[src/rtl/c3lib_tie_monitor.sv]
// c3lib_tie_monitor: watches a static tie-cell bus against EXP_VAL
// Ports: clk, rst (sync high), en, tie_in, clr_req | clr_ack, armed, fault, fault_vec, fault_cnt
module c3lib_tie_monitor #(
  parameter int unsigned WIDTH = 8,
  parameter logic [WIDTH-1:0] EXP_VAL = {WIDTH{1'b1}},
  parameter int unsigned SETTLE_CYC = 4,
  parameter int unsigned DEBOUNCE = 3
) (
  input  logic             clk,
  input  logic             rst,
  input  logic             en,
  input  logic [WIDTH-1:0] tie_in,
  input  logic             clr_req,
  output logic             clr_ack,
  output logic             armed,
  output logic             fault,
  output logic [WIDTH-1:0] fault_vec,
  output logic [7:0]       fault_cnt
);

  typedef enum logic [1:0] {
    S_IDLE,
    S_SETTLE,
    S_MON,
    S_FAULT
  } state_t;

  localparam logic [7:0] SETTLE_LAST = 8'(SETTLE_CYC - 1);
  localparam logic [3:0] DBC_LAST = 4'(DEBOUNCE - 1);

  state_t state_q, state_d;
  logic [7:0] settle_cnt_q, settle_cnt_d;
  logic [3:0] dbc_q, dbc_d;
  logic [WIDTH-1:0] fault_vec_q, fault_vec_d;
  logic [7:0] fault_cnt_q, fault_cnt_d;
  logic clr_ack_q, clr_ack_d;
  logic [WIDTH-1:0] mism;

  assign mism = tie_in ^ EXP_VAL;

  always_comb begin
    state_d      = state_q;
    settle_cnt_d = settle_cnt_q;
    dbc_d        = dbc_q;
    fault_vec_d  = fault_vec_q;
    fault_cnt_d  = fault_cnt_q;
    clr_ack_d    = 1'b0;
    unique case (state_q)
      S_IDLE: begin
        if (en) begin
          state_d      = S_SETTLE;
          settle_cnt_d = 8'd0;
        end
      end
      S_SETTLE: begin
        if (!en) begin
          state_d      = S_IDLE;
          settle_cnt_d = 8'd0;
          dbc_d        = 4'd0;
        end else if (settle_cnt_q == SETTLE_LAST) begin
          state_d      = S_MON;
          settle_cnt_d = 8'd0;
          dbc_d        = 4'd0;
        end else begin
          settle_cnt_d = settle_cnt_q + 8'd1;
        end
      end
      S_MON: begin
        if (!en) begin
          state_d      = S_IDLE;
          settle_cnt_d = 8'd0;
          dbc_d        = 4'd0;
        end else if (|mism) begin
          if (dbc_q == DBC_LAST) begin
            state_d     = S_FAULT;
            fault_vec_d = mism;
            dbc_d       = 4'd0;
            if (fault_cnt_q != 8'hFF)
              fault_cnt_d = fault_cnt_q + 8'd1;
          end else begin
            dbc_d = dbc_q + 4'd1;
          end
        end else begin
          dbc_d = 4'd0;
        end
      end
      S_FAULT: begin
        if (clr_req) begin
          // en sampled alongside the clear picks the exit state
          clr_ack_d    = 1'b1;
          fault_vec_d  = '0;
          settle_cnt_d = 8'd0;
          dbc_d        = 4'd0;
          state_d      = en ? S_SETTLE : S_IDLE;
        end else begin
          fault_vec_d = fault_vec_q | mism;
        end
      end
      default: state_d = S_IDLE;
    endcase
  end

  always_ff @(posedge clk) begin
    if (rst) begin
      state_q      <= S_IDLE;
      settle_cnt_q <= 8'd0;
      dbc_q        <= 4'd0;
      fault_vec_q  <= '0;
      fault_cnt_q  <= 8'd0;
      clr_ack_q    <= 1'b0;
    end else begin
      state_q      <= state_d;
      settle_cnt_q <= settle_cnt_d;
      dbc_q        <= dbc_d;
      fault_vec_q  <= fault_vec_d;
      fault_cnt_q  <= fault_cnt_d;
      clr_ack_q    <= clr_ack_d;
    end
  end

  assign armed     = (state_q == S_MON);
  assign fault     = (state_q == S_FAULT);
  assign clr_ack   = clr_ack_q;
  assign fault_vec = fault_vec_q;
  assign fault_cnt = fault_cnt_q;

endmodule

[config.mk]
export PLATFORM = sky130hd
export DESIGN_NAME = c3lib_tie_monitor
export DESIGN_NICKNAME = d
export VERILOG_FILES = /design/src/rtl/c3lib_tie_monitor.sv
export SDC_FILE = /design/constraint.sdc
export NUM_CORES = 1
export LEC_CHECK = 0
export CORE_MARGIN = 2
export CORE_UTILIZATION = 50
export CTS_CLUSTER_DIAMETER = 80
export DETAILED_ROUTE_END_ITERATION = 8
export PLACE_DENSITY = 0.89
export SLEW_MARGIN = 10
export SYNTH_ARGS = -nofsm -noshare
export SYNTH_HDL_FRONTEND = slang
export SYNTH_SLANG_ARGS = --single-unit
[constraint.sdc]
create_clock -name clk -period 3.3 [get_ports clk]
set_clock_uncertainty 0.2 [all_clocks]
set_input_delay 0.99 -clock clk [delete_from_list [all_inputs] [get_ports clk]]
set_output_delay 0.99 -clock clk [all_outputs]
set_load 0.02 [all_outputs]
# After elaboration in Yosys (flattened, before gate mapping)
# Cells that the tools add are included.
[totals]
mem_bits_rw = 0
ff_bits = 31
n_memories = 0
mem_bits_ro = 0
out_inout_bits = 19
inputBits = 12
latchBits = 0
[classes]
muxes = 28
n_lt_le_gt_ge = 0
shift = 0
mul = 0
div = 0
n_bitwise = 3
n_reduce_logical = 10
eq_ne = 15
n_addsub = 3
[ops]
columns = ["cell", "n"]
rows = [
  ["two-way mux 8 bit", 9],
  ["case mux 8 bit (4 select lines)", 1],
  ["two-way mux 4 bit", 6],
  ["adder 8 x 1 -> 8 bit (second input constant)", 2],
  ["case mux 8 bit (2 select lines)", 1],
  ["two-way mux 2 bit", 7],
  ["case mux 4 bit (3 select lines)", 1],
  ["AND reduction 5 bit", 2],
  ["equality test 8 x 2 -> 1 bit (second input constant)", 1],
  ["inequality test 2 bit (second input constant)", 4],
  ["inequality test 8 bit (second input constant)", 1],
  ["inverter 8 bit", 1],
  ["bitwise OR 8 bit", 1],
  ["case mux 2 bit (4 select lines)", 1],
  ["OR reduction 8 bit", 1],
  ["inequality test 3 x 2 -> 1 bit (second input constant)", 2],
  ["AND reduction 3 bit", 2],
  ["adder 4 x 1 -> 4 bit (second input constant)", 1],
  ["equality test 2 bit (second input constant)", 2],
  ["equality test 4 x 2 -> 1 bit (second input constant)", 1],
  ["inequality test 2 x 1 -> 1 bit (second input constant)", 2],
  ["AND reduction 4 bit", 1],
  ["inequality test 3 bit (second input constant)", 1],
  ["nonzero test 3 bit", 1],
  ["6 further kinds", 7],
]

# Logic depth before layout (Yosys ltp)
[logic_depth]
word_depth = 5
mapped_depth = 8
mapped_depth_nobuf = 6

# Worst setup path after synthesis
# OpenSTA, ideal clock, no wires.
[synth_path]
kind = "input to register"
from = "in tie_in[1]"
to = "reg fault_cnt_q[4] (netlist: fault_cnt[4])"
t_arrival_ns = 2.395
required_ns = 3.030
path_stages = 6
slack_ns = 0.634
setup_ns = 0.070
cell_sequence = "and4_1 -> clkbuf_1 -> a2111o_1 -> buf_2 -> or3_1 -> a21oi_1"
[synth_between]
elab_chain_cells = 3
[synth_lines]
columns = ["item", "line_no", "source"]
rows = [
  ["start, declared", "12", "input logic [WIDTH-1:0] tie_in,"],
  ["inverter 8 bit (no source line)", "n/a", ""],
  ["OR reduction 8 bit", "73", "end else if (|mism) begin"],
  ["AND reduction 5 bit (no source line)", "n/a", ""],
  ["end signal, assigned", "116", "fault_cnt_q <= fault_cnt_d;"],
  ["end, declared", "35", "logic [7:0] fault_cnt_q, fault_cnt_d;"],
]
# Every way passes these cells.
# A chain may end at the register's enable or synchronous reset.

# Worst setup path in the final report
[layout_path]
from = "reg state_q[1]"
to = "out armed"
[layout_between]
elab_chain_cells = 1
[layout_lines]
columns = ["item", "line_no", "source"]
rows = [
  ["start, declared", "31", "state_t state_q, state_d;"],
  ["start signal, assigned", "112", "state_q <= state_d;"],
  ["equality test 2 bit", "121", "assign armed = (state_q == S_MON);"],
  ["end, declared", "15", "output logic armed,"],
]
# Every way passes these cells.

==> flow_summary.json <==
{
  "worstHoldStart": "settle_cnt_q[6]$_SDFFE_PP0P_",
  "end_kind": "primary output",
  "cts_tree": "built",
  "synth_top_family_by_area": "compound AO/OA/AOI/OAI gates",
  "start_util_pct": 51.4,
  "timing.final.crit_period_ns": 2.94,
  "grt_pass1_wl_mm": 5.65,
  "antenna_cells": 0,
  "antenna_found_initial": 0,
  "synth.avg_cell_area_sq_um": 8.72,
  "h-tree-depth": 2,
  "cts_made_buffers": 5,
  "core_sq_um": 3000,
  "clock_latency_ns": 0.35,
  "hold_buffers": 0,
  "post-cts-setup-buffers": 0,
  "hold_end": "settle_cnt_q[6]$_SDFFE_PP0P_",
  "port_buffers": 30,
  "synth_compound_area_share_pct": 25.4,
  "synth_xor_area_share_pct": 3.97,
  "worst_hold_slack_ns": 0.308,
  "leakagePower_nw": 0.751,
  "ys_ff_latch": 31,
  "ff2ff_path_depth": 7,
  "vias": 1480,
  "yosys.cell_types.count": 41,
  "drt_drc_violations_left": 0,
  "synth-edff-count": 0,
  "fp.dieH_microns": 59.6,
  "drive_gt1_share_pct": 9.63,
  "period_share_pct": 89.1,
  "yosys-top-cells-area": "dfxtp_1 (40%), o21ai_0 (5.2%), a21o_1 (4.4%), xor2_1 (4.0%), a21oi_1 (3.9%)",
  "fin_setup_tns_ns": 0,
  "synth_common_cells": "dfxtp_1 (31), o21ai_0 (16), nand2_1 (13)",
  "worst_setup_path_start_kind": "register",
  "fp.dieArea_sq_um": 3550,
  "finalSetupViolCount": 0,
  "grt_max_degree": 19,
  "min_path_type": "reg2reg",
  "vdd_drop_max_v": 0.000311,
  "place.gp.congestion": 0.845,
  "yosysTopAreaCellShare_pct": 40.2,
  "grt_pass1_vias": 1297,
  "drt_pass1_iterations": 4,
  "drtIter0Drc": 81,
  "worstSetupPathType": "reg2out",
  "cts.sinks": 31,
  "die_w_microns": 59.6,
  "r2r-start": "dbc_q[0]$_SDFFE_PP0P_",
  "nets": 233,
  "path_max_fanout": 12,
  "ant_nets": 0,
  "ctsResizeCount": 0,
  "finalHoldViolations": 0,
  "synth_area_sq_um": 1540,
  "slew_headroom_pct": 50.8,
  "rsz0062_at_grt": "false",
  "totalWireLength_mm": 3.30,
  "clock.fmax_mhz": 340,
  "viasPerCell": 5.90,
  "synthArstFlopShare_pct": 0,
  "yosysMostFrequentCell": "dfxtp_1",
  "rrSetupSlack_ns": 0.77,
  "crit_required_ns": 2.11,
  "power_mw": 0.761,
  "syn_nets": 193,
  "track_usage_pct": 21.5,
  "grt-ovfl-total": 0,
  "muxShareOfSynthArea_pct": 1.30,
  "r2r-end": "fault_cnt[6]$_SDFFE_PP0P_",
  "post-synth-top-area-cell": "dfxtp_1",
  "status": "completed",
  "synth_ff_type": "dfxtp_1",
  "cts_buffer_depth": 2,
  "powerDensity_nw_per_um2": 376,
  "yosys.area_share.simple_pct": 23.0,
  "synth-adder-area-share_pct": 3.24,
  "rows": 20,
  "cap_violations": 0,
  "syn2layout_area_growth_pct": 31.0,
  "clkTransAtPathRegs_ns": 0.10,
  "cp.arrival_ns": 1.75,
  "hpwl_mm": 2.38,
  "ys_warn_count": 0,
  "synthCells": 177,
  "ios": 31,
  "worstMarginPinSlew_ns": 0.730,
  "whs_path_depth": 2,
  "postLayoutCoreUtil_pct": 67.3,
  "yosysSeqAreaShare_pct": 40.2,
  "wl_per_cell_microns": 13.2,
  "clock-root-buffer": "clkbuf_4",
  "slew_violations": 0
}
## worst max-delay path by stage
stage                     slack (ns)  cells after the start                         to               startpoint
after floorplan                 0.63                      6  fault_cnt[4]$_SDFFE_PP0P_                tie_in[1]
final                           0.36                      2                      armed  state_q[1]$_SDFFE_PP0P_
after detailed placement        0.14                      6  fault_cnt[6]$_SDFFE_PP0P_                tie_in[1]
after global placement          0.18                      5  fault_cnt[5]$_SDFFE_PP0P_                tie_in[1]
after global routing            0.25                      2                      armed  state_q[1]$_SDFFE_PP0P_
after CTS                       0.35                      2                      armed  state_q[1]$_SDFFE_PP0P_
## cell usage in the layout, fill, tap and decap left out, types with 4 or more instances in the layout
cell	n
and3_1	7
xor2_1	7
a21oi_1	12
dfxtp_1	31
nand3_1	6
or3_1	5
clkdlybuf4s50_1	30
ha_1	4
a21o_1	9
buf_4	11
nor2_1	9
o21ai_0	16
clkbuf_4	5
nand2_1	13
## through the flow
step	cell area (sq um)	cells	setup slack [ns]
floorplan	1540	177	0.634
global placement	1940	243	0.181
detailed placement	1940	243	0.139
CTS	2020	251	0.351
global route	2020	251	0.254
finish	2020	251	0.358
## logic make-up after synthesis
kind of cell / Yosys count
AOI/OAI and AO/OA: 59
and+or+nand+nor: 63
adders and majority gates: 4
xor gates and xnor gates: 7
muxes: 2
DFF: 31
buffers and inverters: 11
## worst max-delay path, stage by stage, from the launching register on
cell	delay, ns
dfxtp_1	0.53
nor2b_1	0.24
clkdlybuf4s50_1	0.63
## where the power goes
part / internal (mW) / switching [mW]
Sequential: 0.379 / 0.00473
Clock: 0.179 / 0.134
Combinational: 0.0321 / 0.0331
Total: 0.590 / 0.171
## layer usage
metal	share of wire [%]	track usage, %
met5	0	0
met3	4.9	7.86
met1	47	26.9
met2	46	33.1
met4	2.0	9.52
## cell type report
| type | instances | area (sq um) |
|---|---|---|
| clock inverters | 2 | 35.0 |
| flip-flops and latches | 31 | 621 |
| well taps | 33 | 41.3 |
| fillers | 253 | 981 |
| clock buffers | 6 | 51.3 |
| multi-input cells | 135 | 880 |
| inverters | 3 | 11.3 |
| repair buffers | 41 | 383 |
## state kept, by name (all words and copies together) (netlist names)
register      count
clr_ack           1
dbc_q             4
fault_cnt         8
fault_vec         8
settle_cnt_q      8
state_q           2
Note: power is estimated with default switching activity, not from simulation.
